--- config.mk ---
export PLATFORM = sky130hd
export DESIGN_NAME = deal_sequencer
export DESIGN_NICKNAME = d
export VERILOG_FILES = /design/src/rtl/deal_sequencer.sv
export SDC_FILE = /design/constraint.sdc
export NUM_CORES = 1
export LEC_CHECK = 0
export CAP_MARGIN = 30
export CORE_ASPECT_RATIO = 1.4
export CORE_MARGIN = 3
export CORE_UTILIZATION = 45
export DETAILED_ROUTE_END_ITERATION = 12
export PLACE_DENSITY = 0.69
export SYNTH_ARGS = -nofsm -noshare
export SYNTH_HDL_FRONTEND = slang
export SYNTH_SLANG_ARGS = --single-unit
export TNS_END_PERCENT = 5
--- constraint.sdc ---
create_clock -name clk -period 2.6 [get_ports clk]
set_input_delay 0.52 -clock clk [delete_from_list [all_inputs] [get_ports clk]]
set_output_delay 0.52 -clock clk [all_outputs]
set_load 0.005 [all_outputs]
--- src/rtl/deal_sequencer.sv ---
// deal_sequencer: deals one hand of four card values (1..MAX_VAL) for the
// 24 game from a free-running 4-bit pseudo-random generator. The generator
// is enabled only while dealing and optionally warmed up first. Out-of-range
// draws are rejected. A per-slot retry limit substitutes a fallback value so
// that a stuck generator cannot hang the deal. The finished hand is offered
// through a valid/ack handshake.
module deal_sequencer #(
  parameter int MAX_VAL   = 9,
  parameter int WARMUP    = 3,
  parameter int MAX_TRIES = 8
) (
  input  logic        clk,
  input  logic        rst,
  input  logic        deal,
  input  logic        ack,
  input  logic [3:0]  rand_in,
  output logic        rand_en,
  output logic        busy,
  output logic        cards_valid,
  output logic [15:0] cards,
  output logic [3:0]  fallback
);

  localparam logic [1:0] IDLE = 2'd0;
  localparam logic [1:0] WARM = 2'd1;
  localparam logic [1:0] DRAW = 2'd2;
  localparam logic [1:0] DONE = 2'd3;

  // A deal skips WARM entirely when no warm-up is configured.
  localparam logic [1:0] START_STATE = (WARMUP == 0) ? DRAW : WARM;

  localparam int WCW = (WARMUP > 1) ? $clog2(WARMUP) : 1;
  localparam int TW  = $clog2(MAX_TRIES) + 1;

  localparam logic [WCW-1:0] WARM_LAST = WCW'(WARMUP - 1);
  localparam logic [TW-1:0]  TRY_LAST  = TW'(MAX_TRIES - 1);
  localparam logic [3:0]     MAX4      = 4'(MAX_VAL);

  logic [1:0]     r_state;
  logic [WCW-1:0] r_warm_cnt;
  logic [1:0]     r_slot;
  logic [TW-1:0]  r_tries;
  logic [15:0]    r_cards;
  logic [3:0]     r_fallback;
  logic           r_valid;

  logic           w_accept;
  logic [3:0]     w_fb_val;
  logic           w_last_slot;

  // Candidate filtering and the fallback value for the current slot.
  always_comb begin
    w_accept    = (rand_in != 4'd0) && (rand_in <= MAX4);
    w_fb_val    = {2'b00, r_slot} + 4'd1;
    w_last_slot = (r_slot == 2'd3);
  end

  // Generator enable and busy decode directly from the state register.
  always_comb begin
    rand_en = (r_state == WARM) || (r_state == DRAW);
    busy    = (r_state == WARM) || (r_state == DRAW);
  end

  // Sequencer state, hand storage and handshake flag.
  always_ff @(posedge clk or posedge rst) begin
    if (rst) begin
      r_state    <= IDLE;
      r_warm_cnt <= '0;
      r_slot     <= 2'd0;
      r_tries    <= '0;
      r_cards    <= 16'h0000;
      r_fallback <= 4'h0;
      r_valid    <= 1'b0;
    end else begin
      case (r_state)
        IDLE: begin
          if (deal) begin
            r_state    <= START_STATE;
            r_warm_cnt <= '0;
            r_slot     <= 2'd0;
            r_tries    <= '0;
            r_fallback <= 4'h0;
          end
        end
        WARM: begin
          if (r_warm_cnt == WARM_LAST) begin
            r_state <= DRAW;
          end else begin
            r_warm_cnt <= r_warm_cnt + 1'b1;
          end
        end
        DRAW: begin
          if (w_accept) begin
            r_cards[{r_slot, 2'b00} +: 4] <= rand_in;
            r_slot  <= r_slot + 2'd1;
            r_tries <= '0;
            if (w_last_slot) begin
              r_state <= DONE;
              r_valid <= 1'b1;
            end
          end else if (r_tries == TRY_LAST) begin
            // Retry budget exhausted: substitute slot+1 so the hand still completes.
            r_cards[{r_slot, 2'b00} +: 4] <= w_fb_val;
            r_fallback[r_slot] <= 1'b1;
            r_slot  <= r_slot + 2'd1;
            r_tries <= '0;
            if (w_last_slot) begin
              r_state <= DONE;
              r_valid <= 1'b1;
            end
          end else begin
            r_tries <= r_tries + 1'b1;
          end
        end
        DONE: begin
          // A new deal request takes priority over the acknowledge.
          if (deal) begin
            r_state    <= START_STATE;
            r_valid    <= 1'b0;
            r_warm_cnt <= '0;
            r_slot     <= 2'd0;
            r_tries    <= '0;
            r_fallback <= 4'h0;
          end else if (ack) begin
            r_state <= IDLE;
            r_valid <= 1'b0;
          end
        end
        default: begin
          r_state <= IDLE;
          r_valid <= 1'b0;
        end
      endcase
    end
  end

  assign cards       = r_cards;
  assign fallback    = r_fallback;
  assign cards_valid = r_valid;

endmodule

==> key figures, run 1 <==
STA
  – Setup TNS: 0 ps
  – Post-route minimum period: 2427 ps
  – FMAX: 412.0 MHz
  – Slew Limit Fails: 0
  – Slew @ Worst Pin: 523.1 ps
  – RSZ-0062 raised after global routing: no
  – PnR worst setup slack: 173.0 ps
  – Period utilisation layout: 0.9335
  – Max-slew headroom: 0.6476
  – Hold Fails Final Rpt: 0
  – Final hold slack: 486.7 ps
  – Worst Skew: 2.171 ps
  – Setup violations, final: 0

Power
  – Switch Pwr: 0.8381 mW
  – Sequential share of power: 0.315
  – Int Pwr: 1.398 mW
  – Pwr per Cell Area: 932.4 nW/um^2
  – Peak supply drop: 495.7 uV
  – Clock power frac: 0.186
  – Sw frac: 0.3748
  – Leak pwr: 1.106 nW
  – Design Power: 2.236 mW
  – Comb pwr share: 0.498

Clock tree
  – Hold buffer count at CTS: 0
  – CTS H-tree lvls: 2
  – Clock Pin Slew Worst Setup and Hold Paths: 60 ps
  – Clk buf depth: 2
  – Post-cts sizing count: 0
  – CTS Root Cell: clkbuf_8
  – Clock latency on the worst-skew pair: 280 ps
  – Post-CTS Setup Bufs: 0
  – CTS tree: built
  – Clk sinks: 31
  – CTS buffer count: 5

Worst setup path
  – Levels on crit path: 3
  – CP Launch Type: register
  – CP cell instances: inv_1 -> ha_1 -> clkdlybuf4s50_1
  – Critical Path RT: 2080 ps
  – CP startpoint: r_state[1]
  – Setup CP Type: reg -> out
  – Worst-path fanout max: 11
  – Worst path bufs/invs: 2
  – Worst setup EP type: primary output
  – Arr. time, crit path: 1910 ps
  – Crit-path max cell delay: 570 ps
  – CP max stage cell: clkdlybuf4s50_1
  – CP endpoint: rand_en
  – Critical register-to-register path endpoint: fallback[3]
  – Cell family with most CP delay: buffers and inverters
  – R2R depth: 7
  – RR Startpoint: r_state[1]
  – R2R setup slack: 410 ps

Place
  – RePlAce Congestion: 0.9303
  – DP Worst Slack: 40.67 ps
  – I/O Buffers: 30
  – HPWL after detailed placement: 3235 um

Routing
  – Pre-Repair DR Iteration Count: 4
  – Initial DRC count: 64
  – Via density: 5.824
  – Post-route ant nets: 0
  – WL per Instance: 16.00 um
  – Vias: 1,625
  – Routed WL: 4463 um
  – DRC: 0

Die
  – I/O pins: 31
  – Die Y: 83.85 um
  – Initial core utilization: 0.4806
  – Die width: 61.61 um
  – Std cell rows: 27
  – Area of the core: 4054 um^2
  – DIE AREA: 5166 um^2

Logic synthesis
  – Syn Inst Count: 197
  – Top cell type by total area after synthesis: dfrtp_1
  – Avg Inst Size Synth: 9.889 um^2
  – Top post-synthesis cells by area: dfrtp_1 (40%), ha_1 (9.6%), mux2_2 (4.6%), nand2_1 (4.0%), o21ai_0 (3.9%)
  – Syn. warnings: 0
  – Post-Syn Area: 1948 um^2
  – Post-synth top area share: 0.3982
  – Post-synth EDFFs: 0
  – FFs w/ async S/R, synth: 1.000
  – Post-Syn Nets: 220
  – Seq cells post-synth: 31
  – Sequential area share after synthesis: 0.3982
  – Top_reg_cell synth: dfrtp_1
  – Synth top cells by count: dfrtp_1 (31), nand2_1 (21), ha_1 (15), o21ai_0 (15), inv_1 (13)
  – Yosys cell types: 49
  – Top-count cell post-synth: dfrtp_1

Global routing
  – Gr usage total: 0.1892
  – Total congestion overflow: 0
  – Initial antenna violation count: 0
  – First-pass GRT wire length: 7383 um
  – Number of global-route vias before repair: 1,596
  – Largest net degree at the start of global routing: 32

Layout
  – Share of cells above drive strength 1: 0.1737
  – Fill count: 357
  – Diode count: 0
  – Layout area overhead: 23.12%
  – Nets: 258
  – Share of the core filled with cells: 0.5917

Flow run
  – Max Cap Viol: 0

Outcome
  – Outcome: finished, final reports clean

Hold path
  – HP Start: r_warm_cnt[0]
  – Min-Delay Path Class: reg -> reg
==> layer usage <==
layer  share of wire  routed length [um]  global-route usage  up-vias
met3           0.030                 135             0.04644        8
met2            0.51                2295              0.3089       32
met5               0                   0                   0        -
li1                -                   -                   -      791
met4           0.023                 102             0.07529        0
met1            0.43                1930              0.2299      794
==> cells in the final DEF, fill, tap and decap left out, types with 3 or more instances in the layout <==
| cell type | netlist | layout |
|---|---|---|
| dfrtp_1 | 31 | 31 |
| clkdlybuf4s50_1 | 0 | 30 |
| nand2_1 | 21 | 21 |
| o21ai_0 | 15 | 15 |
| ha_1 | 15 | 15 |
| inv_1 | 13 | 13 |
| buf_4 | 1 | 11 |
| mux2_2 | 8 | 8 |
| nor2_1 | 7 | 7 |
| a21oi_1 | 7 | 7 |
| o31ai_1 | 7 | 7 |
| clkbuf_8 | 3 | 7 |
| nand3_1 | 6 | 6 |
| and3_1 | 4 | 4 |
| nand2b_1 | 3 | 3 |
| and3_2 | 3 | 3 |
| mux2i_1 | 3 | 3 |
| o311ai_0 | 3 | 3 |
| a21o_2 | 3 | 3 |
| a22o_2 | 3 | 3 |
==> worst reg2reg max path: stages (launching register included) <==
cell and delay, ps:
dfrtp_1 430, inv_1 110, ha_1 510, mux2i_1 400, a211oi_4 70, buf_4 160, and3_2 200, a211o_1 210
==> how the worst min path moves through the flow <==
stage	end	slack (ps)	cells past startpoint
3_3_place_gp	r_warm_cnt[1]	480	2
2_1_floorplan	r_warm_cnt[1]	450	2
6_report	r_warm_cnt[0]	490	1
4_1_cts	r_warm_cnt[0]	490	1
5_1_grt	r_warm_cnt[0]	510	1
3_5_place_dp	r_warm_cnt[0]	480	1
==> power by group through the flow <==
stage / logic, mW / clock network (mW) / registers, mW
floorplan: 0.731 / 0 / 0.706
global placement: 1.11 / 0 / 0.712
detailed placement: 1.12 / 0 / 0.713
CTS: 1.12 / 0.432 / 0.706
global route: 1.25 / 0.453 / 0.725
finish: 1.11 / 0.417 / 0.705
==> layout make-up <==
type                    count  area, um^2  share of cell area
inverters                  13       48.80             0.02034
clock buffers               8       100.1             0.04173
multi-input cells         143        1037              0.4324
repair buffers             41       382.9              0.1596
flip-flops and latches     31       775.7              0.3234
well taps                  43       53.80             0.02243
==> through the flow <==
step | std cells | instance area [um^2]
floorplan | 197 | 1948
global placement | 271 | 2298
detailed placement | 271 | 2298
CTS | 279 | 2399
global route | 279 | 2399
finish | 279 | 2399
==> state kept, by name, summed over array words and instances, names as in the netlist <==
| register | cells |
|---|---|
| cards | 16 |
| cards_valid | 1 |
| fallback | 4 |
| r_slot | 2 |
| r_state | 2 |
| r_tries | 4 |
| r_warm_cnt | 2 |
==> logic make-up (layout without fill, tap and decap cells) <==
family | count (synthesis) | after routing | synth area share
multiplexers | 11 | 11 | 0.06166
AND/OR/NAND/NOR | 58 | 58 | 0.1535
XOR/XNOR | 1 | 1 | 0.004497
flip-flops | 31 | 31 | 0.3982
AO/OA/AOI/OAI | 58 | 58 | 0.2165
adder cells (fa/ha/maj) | 15 | 15 | 0.09634
buffers and inverters | 23 | 62 | 0.06936
(Power assumes the default switching activity.)
==> run 2: changes to the inputs <==
- CAP_MARGIN: 30 -> unset
- CORE_UTILIZATION: 45 -> 53
- PLACE_DENSITY: 0.69 -> 0.79
==> key figures, run 2 (synthesized netlist as in run 1, its figures left out) <==
Outcome
  – Outcome: finished, final reports clean (unchanged)

Power
  – Int Pwr: 1.453 mW (was 1.398 mW)
  – Peak supply drop: 972.9 uV (was 495.7 uV)
  – Leak pwr: 1.105 nW (was 1.106 nW)
  – Sequential share of power: 0.307 (was 0.315)
  – Sw frac: 0.3712 (was 0.3748)
  – Comb pwr share: 0.479 (was 0.498)
  – Switch Pwr: 0.8574 mW (was 0.8381 mW)
  – Pwr per Cell Area: 963.7 nW/um^2 (was 932.4 nW/um^2)
  – Clock power frac: 0.214 (was 0.186)

Clock tree
  – Clk buf depth: 2 (unchanged)
  – Post-cts sizing count: 0 (unchanged)
  – CTS buffer count: 5 (unchanged)
  – Clock latency on the worst-skew pair: 290 ps (was 280 ps)
  – Hold buffer count at CTS: 0 (unchanged)
  – Clk sinks: 31 (unchanged)
  – CTS H-tree lvls: 2 (unchanged)
  – Clock Pin Slew Worst Setup and Hold Paths: 70 ps (was 60 ps)
  – CTS Root Cell: clkbuf_8 (unchanged)
  – CTS tree: built (unchanged)
  – Post-CTS Setup Bufs: 0 (unchanged)

Routing
  – Vias: 1,625 (unchanged)
  – WL per Instance: 16.32 um (was 16.00 um)
  – Post-route ant nets: 0 (unchanged)
  – Pre-Repair DR Iteration Count: 4 (unchanged)
  – Via density: 5.931 (was 5.824)
  – DRC: 0 (unchanged)
  – Initial DRC count: 95 (was 64)
  – Routed WL: 4473 um (was 4463 um)

Place
  – DP Worst Slack: 66.44 ps (was 40.67 ps)
  – RePlAce Congestion: 0.9376 (was 0.9303)
  – HPWL after detailed placement: 3323 um (was 3235 um)
  – Placed Cells incl. Taps: 266 (was 271)
  – I/O Buffers: 30 (unchanged)

Worst setup path
  – CP startpoint: r_state[1] (unchanged)
  – Crit-path max cell delay: 520 ps (was 570 ps)
  – CP endpoint: busy (was rand_en)
  – R2R setup slack: 410 ps (about the same)
  – CP cell instances: inv_1 -> ha_1 -> buf_4 -> clkdlybuf4s50_1 (was inv_1 -> ha_1 -> clkdlybuf4s50_1)
  – RR Startpoint: r_state[1] (unchanged)
  – Critical register-to-register path endpoint: fallback[3] (unchanged)
  – CP Launch Type: register (unchanged)
  – R2R depth: 6 (was 7)
  – Worst setup EP type: primary output (unchanged)
  – Worst-path fanout max: 14 (was 11)
  – Levels on crit path: 4 (was 3)
  – Critical Path RT: 2080 ps (about the same)
  – CP max stage cell: clkdlybuf4s50_1 (unchanged)
  – Worst path bufs/invs: 3 (was 2)
  – Setup CP Type: reg -> out (unchanged)
  – Arr. time, crit path: 1960 ps (was 1910 ps)
  – Cell family with most CP delay: buffers and inverters (unchanged)

Layout
  – Seq. cell area: 775.7 um^2 (unchanged)
  – Share of cells above drive strength 1: 0.1709 (was 0.1737)
  – Non-filler cells, final: 274 (was 279)
  – Layout area overhead: 23.06% (was 23.12%)
  – Diode count: 0 (unchanged)
  – Most frequent cells in the layout: dfrtp_1 (31), clkdlybuf4s50_1 (30), nand2_1 (21) (unchanged)
  – Area of the multi-input gates: 1037 um^2 (unchanged)
  – Largest register FFs: 16 (unchanged)
  – Nets: 256 (was 258)
  – Most common cell after layout, fill and taps aside: dfrtp_1 (unchanged)
  – Fill count: 267 (was 357)
  – Share of the core filled with cells: 0.6967 (was 0.5917)

Global routing
  – First-pass GRT wire length: 7776 um (was 7383 um)
  – Initial antenna violation count: 0 (unchanged)
  – Gr usage total: 0.2244 (was 0.1892)
  – Largest net degree at the start of global routing: 32 (unchanged)
  – Total congestion overflow: 0 (unchanged)
  – Number of global-route vias before repair: 1,696 (was 1,596)

Flow run
  – Max Cap Viol: 0 (unchanged)

Die
  – Die width: 57.24 um (was 61.61 um)
  – Die Y: 77.74 um (was 83.85 um)
  – Initial core utilization: 0.5662 (was 0.4806)
  – Area of the core: 3441 um^2 (was 4054 um^2)
  – I/O pins: 31 (unchanged)
  – Std cell rows: 25 (was 27)
  – DIE AREA: 4450 um^2 (was 5166 um^2)

STA
  – Worst Skew: 6.166 ps (was 2.171 ps)
  – Final hold slack: 501.7 ps (was 486.7 ps)
  – Post-route minimum period: 2476 ps (was 2427 ps)
  – Max-slew headroom: 0.5903 (was 0.6476)
  – Hold Fails Final Rpt: 0 (unchanged)
  – Slew Limit Fails: 0 (unchanged)
  – FMAX: 403.9 MHz (was 412.0 MHz)
  – Period utilisation layout: 0.9522 (was 0.9335)
  – RSZ-0062 raised after global routing: no (unchanged)
  – Setup TNS: 0 ps (unchanged)
  – Setup violations, final: 0 (unchanged)
  – Slew @ Worst Pin: 597.4 ps (was 523.1 ps)
  – PnR worst setup slack: 124.2 ps (was 173.0 ps)

Hold path
  – Min-Delay Path Class: reg -> reg (unchanged)
[run 2: cell types whose count changed in the layout (fill, tap and decap cells not counted)]
cell | previous run | this run
buf_4 | 11 | 9
bufinv_16 | 0 | 1
clkbuf_1 | 1 | 0
clkbuf_8 | 7 | 6
clkinv_2 | 0 | 1
[run 2: layer usage]
metal	vias up	share of wire	global-route usage
met2	56	0.52	0.3913
met4	0	0.030	0.1114
met3	13	0.048	0.04992
met5	-	0	0
li1	783	-	-
met1	773	0.40	0.2513
[run 2: cell type report]
type	instances	area share
Multi-Input combinational cell	143	0.4327
Sequential cell	31	0.3236
Timing Repair Buffer	39	0.1534
Clock buffer	6	0.03445
Tap cell	40	0.02088
Inverter	13	0.02035
Clock inverter	2	0.01461
[run 2: power by group through the flow]
| stage | Combinational [mW] | Sequential (mW) | Clock [mW] |
|---|---|---|---|
| floorplan | 0.731 | 0.706 | 0 |
| global placement | 1.06 | 0.705 | 0 |
| detailed placement | 1.10 | 0.715 | 0 |
| CTS | 1.11 | 0.709 | 0.497 |
| global route | 1.24 | 0.727 | 0.527 |
| finish | 1.11 | 0.710 | 0.494 |
[run 2: worst min path at each step]
stage / to / start / slack, ps / cells after the start
final: r_warm_cnt[0] / r_warm_cnt[0] / 500 / 1
after global routing: r_warm_cnt[0] / r_warm_cnt[0] / 530 / 1
after CTS: r_warm_cnt[0] / r_warm_cnt[0] / 510 / 1
after detailed placement: r_warm_cnt[0] / r_warm_cnt[0] / 500 / 1
after global placement: r_warm_cnt[1] / r_warm_cnt[1] / 470 / 2
after floorplan: r_warm_cnt[1] / r_warm_cnt[1] / 450 / 2
[run 2: per-stage QoR]
| step | cell area, um^2 | power, mW |
|---|---|---|
| floorplan | 1948 | 1.437 |
| global placement | 2280 | 1.764 |
| detailed placement | 2280 | 1.819 |
| CTS | 2397 | 2.320 |
| global route | 2397 | 2.489 |
| finish | 2397 | 2.310 |
